--- config.mk ---
export PLATFORM = sky130hd
export DESIGN_NAME = uram_port_arbiter
export DESIGN_NICKNAME = d
export VERILOG_FILES = /design/src/rtl/uram_port_arbiter.sv
export SDC_FILE = /design/constraint.sdc
export NUM_CORES = 1
export LEC_CHECK = 0
export ABC_AREA = 1
export CAP_MARGIN = 20
export CELL_PAD_IN_SITES_DETAIL_PLACEMENT = 1
export CELL_PAD_IN_SITES_GLOBAL_PLACEMENT = 2
export CORE_ASPECT_RATIO = 1.5
export CORE_MARGIN = 3
export CORE_UTILIZATION = 21
export CTS_CLUSTER_DIAMETER = 200
export DETAILED_ROUTE_END_ITERATION = 6
export PLACE_DENSITY_LB_ADDON = 0.25
export REMOVE_ABC_BUFFERS = 1
export SLEW_MARGIN = 20
export SYNTH_ARGS = -nofsm -noshare
export SYNTH_HDL_FRONTEND = slang
export SYNTH_SLANG_ARGS = --single-unit
--- constraint.sdc ---
create_clock -name clk -period 3.6 [get_ports clk]
set_clock_uncertainty 0.1 [all_clocks]
set_input_delay 0.54 -clock clk [delete_from_list [all_inputs] [get_ports clk]]
set_output_delay 0.54 -clock clk [all_outputs]
set_load 0.02 [all_outputs]
--- src/rtl/uram_port_arbiter.sv ---
// Round-robin arbiter sharing one URAM port between two requesters.
// Optionally zero-fills the whole memory after reset before taking traffic.
module uram_port_arbiter #(
    parameter int unsigned DEPTH     = 4096,
    parameter bit          INIT_ZERO = 1'b1
) (
    input  logic        clk,
    input  logic        rst_async,
    input  logic        req_valid_0,
    input  logic        req_valid_1,
    output logic        req_ready_0,
    output logic        req_ready_1,
    input  logic        req_we_0,
    input  logic        req_we_1,
    input  logic [22:0] req_addr_0,
    input  logic [22:0] req_addr_1,
    input  logic [71:0] req_wdata_0,
    input  logic [71:0] req_wdata_1,
    input  logic [8:0]  req_bwe_0,
    input  logic [8:0]  req_bwe_1,
    output logic        rsp_valid_0,
    output logic        rsp_valid_1,
    output logic [71:0] rsp_rdata,
    output logic        rsp_err,
    output logic        init_done,
    output logic        uram_en,
    output logic        uram_we,
    output logic [22:0] uram_addr,
    output logic [71:0] uram_din,
    output logic [8:0]  uram_bwe,
    input  logic [71:0] uram_dout
);

    localparam int AW = 23;

    localparam logic [AW:0]   DEPTH_W   = (AW+1)'(DEPTH);
    localparam logic [AW-1:0] FILL_LAST = AW'(DEPTH - 1);

    typedef enum logic [1:0] {
        ST_RESET,
        ST_INIT,
        ST_RUN
    } state_t;

    state_t        state_q;
    logic [AW-1:0] fill_q;
    logic          rr_q;
    logic          init_done_q;

    logic          en_q;
    logic          we_q;
    logic [AW-1:0] addr_q;
    logic [71:0]   din_q;
    logic [8:0]    bwe_q;

    // Stage 1 of the response pipe: command issued to the URAM this cycle.
    logic          s1_vld_q;
    logic          s1_rd_q;
    logic          s1_id_q;
    logic          s1_err_q;

    logic          rsp_v0_q;
    logic          rsp_v1_q;
    logic          rsp_err_q;
    logic          s2_data_q;

    logic          run;
    logic          gnt0;
    logic          gnt1;
    logic          accept;
    logic          sel_we;
    logic [AW-1:0] sel_addr;
    logic [71:0]   sel_wdata;
    logic [8:0]    sel_bwe;
    logic          sel_ok;
    logic          fill_last;

    always_comb begin
        run       = (state_q == ST_RUN) && !rst_async;
        gnt0      = run && req_valid_0 && (!req_valid_1 || !rr_q);
        gnt1      = run && req_valid_1 && (!req_valid_0 || rr_q);
        accept    = gnt0 || gnt1;
        sel_we    = gnt1 ? req_we_1    : req_we_0;
        sel_addr  = gnt1 ? req_addr_1  : req_addr_0;
        sel_wdata = gnt1 ? req_wdata_1 : req_wdata_0;
        sel_bwe   = gnt1 ? req_bwe_1   : req_bwe_0;
        sel_ok    = {1'b0, sel_addr} < DEPTH_W;
        fill_last = (fill_q == FILL_LAST);
    end

    always_ff @(posedge clk) begin
        if (rst_async) begin
            state_q     <= ST_RESET;
            fill_q      <= '0;
            rr_q        <= 1'b0;
            init_done_q <= 1'b0;
            en_q        <= 1'b0;
            we_q        <= 1'b0;
            addr_q      <= '0;
            din_q       <= '0;
            bwe_q       <= '0;
            s1_vld_q    <= 1'b0;
            s1_rd_q     <= 1'b0;
            s1_id_q     <= 1'b0;
            s1_err_q    <= 1'b0;
            rsp_v0_q    <= 1'b0;
            rsp_v1_q    <= 1'b0;
            rsp_err_q   <= 1'b0;
            s2_data_q   <= 1'b0;
        end else begin
            en_q     <= 1'b0;
            we_q     <= 1'b0;
            s1_vld_q <= 1'b0;
            s1_rd_q  <= 1'b0;
            s1_id_q  <= 1'b0;
            s1_err_q <= 1'b0;
            unique case (state_q)
                ST_RESET: begin
                    fill_q      <= '0;
                    state_q     <= INIT_ZERO ? ST_INIT : ST_RUN;
                    init_done_q <= !INIT_ZERO;
                end
                ST_INIT: begin
                    en_q   <= 1'b1;
                    we_q   <= 1'b1;
                    addr_q <= fill_q;
                    din_q  <= '0;
                    bwe_q  <= '1;
                    if (fill_last) begin
                        state_q     <= ST_RUN;
                        init_done_q <= 1'b1;
                    end else begin
                        fill_q <= fill_q + 1'b1;
                    end
                end
                ST_RUN: begin
                    if (accept) begin
                        rr_q     <= gnt0;
                        s1_vld_q <= 1'b1;
                        s1_rd_q  <= !sel_we;
                        s1_id_q  <= gnt1;
                        s1_err_q <= !sel_ok;
                        // Out-of-range commands are tracked but never touch memory.
                        if (sel_ok) begin
                            en_q   <= 1'b1;
                            we_q   <= sel_we;
                            addr_q <= sel_addr;
                            din_q  <= sel_wdata;
                            bwe_q  <= sel_we ? sel_bwe : 9'h000;
                        end
                    end
                end
                default: state_q <= ST_RESET;
            endcase
            rsp_v0_q  <= s1_vld_q && s1_rd_q && !s1_id_q;
            rsp_v1_q  <= s1_vld_q && s1_rd_q && s1_id_q;
            rsp_err_q <= s1_vld_q && s1_err_q;
            s2_data_q <= s1_vld_q && s1_rd_q && !s1_err_q;
        end
    end

    assign req_ready_0 = gnt0;
    assign req_ready_1 = gnt1;
    assign rsp_valid_0 = rsp_v0_q;
    assign rsp_valid_1 = rsp_v1_q;
    assign rsp_err     = rsp_err_q;
    assign rsp_rdata   = s2_data_q ? uram_dout : 72'h0;
    assign init_done   = init_done_q;
    assign uram_en     = en_q;
    assign uram_we     = we_q;
    assign uram_addr   = addr_q;
    assign uram_din    = din_q;
    assign uram_bwe    = bwe_q;

endmodule

Word-level counts from Yosys, hierarchy flattened:

Cells that the tools add are included.

* bits in registers: 141
* latch bits: 0
* bits in writable memories: 0
* memory bits (read-only): 0
* input bits: 286
* logic and storage cells: 87
* memories kept: 0

* add/sub/neg operators: 1
* multipliers: 0
* divide/modulo/power cells: 0
* magnitude comparators: 1
* equal/unequal tests: 7
* shift operators: 0
* muxes and demuxes: 28
* bitwise operators: 2
* reduce and logical (&&, ||, !) cells: 31

Operators by type and width (count)
* $mux W72: 4
* $pmux W72 S2: 1
* $mux W23: 4
* $pmux W23 S2: 2
* $mux W9: 4
* $add A23 B1 Y23 const B: 1
* $eq A23 B12 Y1 const B: 1
* $lt A23 B13 Y1 const B: 1
* $pmux W9 S2: 1
* $logic_and A1 B1 Y1: 10
* $logic_not A1 Y1: 8
* $ne A2 B2 Y1 const B: 4
* $reduce_and A2 Y1: 4
* $mux W1: 7
* $pmux W1 S2: 3
* $pmux W2 S3: 1
* $reduce_bool A2 Y1: 2
* $logic_or A1 B1 Y1: 3
* $reduce_and A3 Y1: 1
* $reduce_or A3 Y1: 1
* $eq A2 B1 Y1 const B: 1
* $eq A2 B2 Y1 const B: 1
* $logic_not A2 Y1: 1
* $mux W2: 1
* 2 further kinds: 3

Depth between registers and ports, before layout:

* depth in word-level cells: 9
* mapped depth: 16
* gate-level depth less buffers: 14

Worst setup path after synthesis:

No wires, ideal clock.

* kind: input to register
* from: input rst_async
* to: register din_q[33] (netlist: uram_din[33])
* data arrival time: 2.058 ns
* path slack: 1.327 ns
* stages on the path: 12
* path buffers: 4
* cells stage by stage: buf_6 nor2_8 nand3_4 buf_6 o21ai_1 nand2_1 nor2_2 nand4_2 buf_6 buf_2 a21boi_1 nor2_1

* cells in the longest elaborated chain, start to end: 8
* elaborated cells on any way between the ends: 16
* those cells by class: order compare (1); eq/ne (2); mux (5); reduce/logical (8)

RTL lines
* from (decl): RTL line 8 `input logic rst_async,`
* $logic_not A1 Y1: RTL line 79 `run = (state_q == ST_RUN) && !rst_async;`
* $logic_and A1 B1 Y1: RTL line 79
* $logic_and A1 B1 Y1 (2 in a row): RTL line 81 `gnt1 = run && req_valid_1 && (!req_valid_0 || rr_q);`
* $mux W23 or $mux W72 (tied branches): RTL line 84, 85
* $lt A23 B13 Y1 or $mux W72 (tied branches): RTL line 87, 144
* $ne A2 B2 Y1 (no source line) or $mux W72 (tied branches)
* $reduce_and A3 Y1 (no source line) or $pmux W72 S2 (tied branches)
* to (signal assigned): RTL line 148 `din_q <= sel_wdata;`
* to (decl): RTL line 53 `logic [71:0] din_q;`

Several ways; a longest one is shown, not always the timed one. The select of a mux whose other input is x is not followed.
A chain may end at the register's enable or synchronous reset.

Worst setup path after layout:

* from: input rst_async
* to: output req_ready_1

* cells in the longest elaborated chain, start to end: 4

RTL lines
* $logic_not A1 Y1: RTL line 79
* $logic_and A1 B1 Y1: RTL line 79
* $logic_and A1 B1 Y1 (2 in a row): RTL line 81
* to (decl): RTL line 12 `output logic req_ready_1,`

No other way between the ends.

==> flow_summary.html <==
<table>
<tr><th>Metric</th><th>Value</th></tr>
<tr><th colspan="2">Outcome</th></tr>
<tr><td>Outcome</td><td>completed</td></tr>
<tr><th colspan="2">Synth</th></tr>
<tr><td>Synth warn</td><td>0</td></tr>
<tr><td>Synthesized cell area</td><td>0.00883 mm^2</td></tr>
<tr><td>Post-Synthesis Cells</td><td>1400</td></tr>
<tr><td>Most used standard cells in the synthesized netlist</td><td>sky130_fd_sc_hd__nand2_1 (442), sky130_fd_sc_hd__nor2_1 (146), sky130_fd_sc_hd__dfxtp_1 (141)</td></tr>
<tr><td>Fraction of post-synthesis cell area in the top cell type by area</td><td>32.0%</td></tr>
<tr><td>Post-Synthesis Mean Instance Area</td><td>6.31 um^2</td></tr>
<tr><td>EDFF count, synth</td><td>0</td></tr>
<tr><td>Register area share after synthesis</td><td>32.0%</td></tr>
<tr><td>Top FF cell, synth</td><td>sky130_fd_sc_hd__dfxtp_1</td></tr>
<tr><td>FF+latch count, synth</td><td>141</td></tr>
<tr><td>Proportion of synthesized flip-flops having asynchronous set or reset</td><td>0%</td></tr>
<tr><td>Distinct cell type count after synthesis</td><td>36</td></tr>
<tr><td>Most numerous cell in the Yosys netlist</td><td>sky130_fd_sc_hd__nand2_1</td></tr>
<tr><td>Top area cells in the synthesized netlist</td><td>sky130_fd_sc_hd__dfxtp_1 (32%), sky130_fd_sc_hd__nand2_1 (19%), sky130_fd_sc_hd__nand3b_1 (8.6%)</td></tr>
<tr><td>Cell taking the most area after synthesis</td><td>sky130_fd_sc_hd__dfxtp_1</td></tr>
<tr><th colspan="2">GRT</th></tr>
<tr><td>Initial antenna violation count</td><td>4</td></tr>
<tr><td>Number of global-route vias before repair</td><td>11100</td></tr>
<tr><td>Global-route congestion overflow total</td><td>0</td></tr>
<tr><td>Combined global-route utilization of all metal layers</td><td>19.6%</td></tr>
<tr><td>Largest net degree at the start of global routing</td><td>97</td></tr>
<tr><td>First-pass GRT wire length</td><td>67100 um</td></tr>
<tr><th colspan="2">Detailed routing</th></tr>
<tr><td>Wire length on met1</td><td>16200 um</td></tr>
<tr><td>Total met3 wirelength after detailed routing</td><td>2360 um</td></tr>
<tr><td>Average wire length per cell after detail routing</td><td>19.0 um</td></tr>
<tr><td>Number of search-and-repair iterations in the first detailed-routing pass</td><td>7</td></tr>
<tr><td>Met2 routed wirelength</td><td>25600 um</td></tr>
<tr><td>Highest Signal Layer</td><td>met4</td></tr>
<tr><td>Via-per-instance ratio</td><td>4.50</td></tr>
<tr><td>Remaining antenna violation count after routing</td><td>0</td></tr>
<tr><td>Iter 0 DRT Violations</td><td>398</td></tr>
<tr><td>Count of vias placed by the detailed router</td><td>10700</td></tr>
<tr><td>DR DRC count</td><td>0</td></tr>
<tr><td>DRT Wirelength</td><td>45200 um</td></tr>
<tr><th colspan="2">Place</th></tr>
<tr><td>Area after DPL</td><td>0.0140 mm^2</td></tr>
<tr><td>Final RePlAce weighted congestion</td><td>0.844</td></tr>
<tr><td>Post-placement worst setup slack</td><td>264 ps</td></tr>
<tr><td>I/O Buffers</td><td>469</td></tr>
<tr><td>Final HPWL from detailed placement</td><td>35200 um</td></tr>
<tr><th colspan="2">STA</th></tr>
<tr><td>Final hold violations</td><td>0</td></tr>
<tr><td>Setup-failing EPs final</td><td>0</td></tr>
<tr><td>Time the worst path needs with I/O delays and setup</td><td>3230 ps</td></tr>
<tr><td>Headroom to the max-slew limit</td><td>27.5%</td></tr>
<tr><td>Minimum setup slack in the final design</td><td>372 ps</td></tr>
<tr><td>Pins over their slew limit</td><td>0</td></tr>
<tr><td>Setup repair after global routing missed its margin</td><td>no</td></tr>
<tr><td>Final hold slack</td><td>326 ps</td></tr>
<tr><td>Total negative slack for setup checks</td><td>0 ps</td></tr>
<tr><td>Crit share post-route</td><td>89.7%</td></tr>
<tr><td>Fmax</td><td>310 MHz</td></tr>
<tr><td>Actual slew at the worst max-slew pin</td><td>1090 ps</td></tr>
<tr><th colspan="2">Floorplan</th></tr>
<tr><td>Die Y</td><td>257 um</td></tr>
<tr><td>Core Footprint</td><td>0.0413 mm^2</td></tr>
<tr><td>Overall die width</td><td>173 um</td></tr>
<tr><td>Core Rows</td><td>91</td></tr>
<tr><td>Die footprint</td><td>0.0446 mm^2</td></tr>
<tr><td>Top-Level Pins</td><td>470</td></tr>
<tr><td>Initial standard-cell utilization of the core</td><td>21.4%</td></tr>
<tr><th colspan="2">Clocking</th></tr>
<tr><td>Maximum buffer depth of the clock tree</td><td>2</td></tr>
<tr><td>Insertion delay to the later sink of the worst-skew pair</td><td>450 ps</td></tr>
<tr><td>CTS tree</td><td>built</td></tr>
<tr><td>Resize count post-CTS</td><td>0</td></tr>
<tr><td>Cell at the root of the clock tree</td><td>sky130_fd_sc_hd__clkbuf_16</td></tr>
<tr><td>Hold buffer count at cts</td><td>0</td></tr>
<tr><td>H-Tree Depth</td><td>4</td></tr>
<tr><td>Number of buffers created by CTS</td><td>17</td></tr>
<tr><td>Clock transition at path regs</td><td>60 ps</td></tr>
<tr><td>Clock sink count</td><td>141</td></tr>
<tr><td>Post-CTS repair timing setup buffer count</td><td>0</td></tr>
<tr><th colspan="2">Power</th></tr>
<tr><td>IR Drop Worst-Case VDD</td><td>0.282 mV</td></tr>
<tr><td>Total chip power</td><td>0.00515 W</td></tr>
<tr><td>P per Cell Area</td><td>353 mW/mm^2</td></tr>
<tr><td>Leak</td><td>6.73 nW</td></tr>
<tr><th colspan="2">Final layout</th></tr>
<tr><td>Final Net Count</td><td>2091</td></tr>
<tr><td>Final design instance area without fill</td><td>0.0146 mm^2</td></tr>
<tr><td>Share of layout cells above drive strength 1</td><td>3.86%</td></tr>
<tr><td>Synth-to-layout area growth</td><td>65.3%</td></tr>
<tr><th colspan="2">Min path</th></tr>
<tr><td>Worst hold path depth</td><td>1</td></tr>
<tr><td>Min-delay worst type</td><td>register to register</td></tr>
<tr><th colspan="2">Worst setup path</th></tr>
<tr><td>Worst Reg2Reg Path Length in Cells</td><td>13</td></tr>
<tr><td>CP Data Arrival Time</td><td>2590 ps</td></tr>
<tr><td>Crit path capture type</td><td>primary output</td></tr>
<tr><td>Biggest fanout along the worst timing path</td><td>18</td></tr>
<tr><td>Critical path startpoint category</td><td>primary input</td></tr>
<tr><td>CP Class</td><td>primary input to primary output</td></tr>
<tr><td>Worst path required time</td><td>2960 ps</td></tr>
<tr><th colspan="2">Job</th></tr>
<tr><td>Count of maximum capacitance violations</td><td>0</td></tr>
</table>
metal layers:
layer	up-vias	track usage, %
met3	44	4.53
met1	5081	19.3
met4	0	6.09
li1	5267	-
met2	300	39.9
met5	-	0
area by class of cell:
class	count	area, um^2
diodes	3	7.51
clock buffers	19	453
clock inverters	13	186
fillers	5095	26700
inverters	120	453
multi-input cells	1029	5050
flip-flops and latches	141	2820
well taps	558	698
repair buffers	492	4930
path summary, 6_finish.rpt:
path                                        startpoint                endpoint  slack [ps]
worst max register to register  fill_q[0]$_SDFFE_PP0P_  fill_q[5]$_SDFFE_PP0P_         770
worst min register to register     s1_err_q$_SDFF_PP0_    s2_data_q$_SDFF_PP0_         330
worst max-delay path                         rst_async             req_ready_1         370
worst min-delay path               s1_err_q$_SDFF_PP0_    s2_data_q$_SDFF_PP0_         330
cell usage in the layout, fill, tap and decap left out, types with 3 or more instances in the layout:
| master | instances |
|---|---|
| sky130_fd_sc_hd__a21boi_0 | 40 |
| sky130_fd_sc_hd__a21boi_1 | 32 |
| sky130_fd_sc_hd__a21oi_1 | 60 |
| sky130_fd_sc_hd__buf_12 | 5 |
| sky130_fd_sc_hd__buf_4 | 18 |
| sky130_fd_sc_hd__bufinv_16 | 4 |
| sky130_fd_sc_hd__clkbuf_16 | 17 |
| sky130_fd_sc_hd__clkdlybuf4s50_1 | 469 |
| sky130_fd_sc_hd__clkinvlp_4 | 4 |
| sky130_fd_sc_hd__dfxtp_1 | 140 |
| sky130_fd_sc_hd__diode_2 | 3 |
| sky130_fd_sc_hd__ha_1 | 3 |
| sky130_fd_sc_hd__inv_1 | 117 |
| sky130_fd_sc_hd__inv_6 | 3 |
| sky130_fd_sc_hd__nand2_1 | 441 |
| sky130_fd_sc_hd__nand3_1 | 40 |
| sky130_fd_sc_hd__nand3b_1 | 101 |
| sky130_fd_sc_hd__nand4_1 | 14 |
| sky130_fd_sc_hd__nor2_1 | 146 |
| sky130_fd_sc_hd__nor3_1 | 13 |
| sky130_fd_sc_hd__o21ai_0 | 95 |
| sky130_fd_sc_hd__o21ai_1 | 3 |
| sky130_fd_sc_hd__o22ai_1 | 7 |
| sky130_fd_sc_hd__or2_2 | 4 |
| sky130_fd_sc_hd__xor2_1 | 12 |
cells by family after synthesis:
kind of cell	count (synthesis)	synth area share (%)
compound gates	243	16.1
xor+xnor	12	1.19
fa+ha+maj	4	0.567
buf+inv	230	11.2
flops	141	32.0
simple gates	770	38.9
registers in the layout, summed over array words and instances, names as in the netlist, 2 cells and up:
name       flops
fill_q        23
state_q        2
uram_addr     23
uram_bwe       9
uram_din      72
power breakdown:
| group | internal [W] | switching, W |
|---|---|---|
| sequential | 0.00170 | 0.0000664 |
| combinational | 0.000725 | 0.000700 |
| clock | 0.00120 | 0.000756 |
per-stage QoR:
step           util, %  instances
2_1_floorplan        -       1290
3_3_place_gp      33.8       2340
3_5_place_dp      33.8       2340
4_1_cts           35.3       2372
5_1_grt           35.3       2375
6_report          35.3       2375
worst max-delay path: stages:
cell and delay, ps:
sky130_fd_sc_hd__clkdlybuf4s50_1 530, sky130_fd_sc_hd__nor2_8 270, sky130_fd_sc_hd__nand3_4 250, sky130_fd_sc_hd__inv_1 190, sky130_fd_sc_hd__clkdlybuf4s50_1 790
No activity file was read; power rests on OpenSTA's default activity.
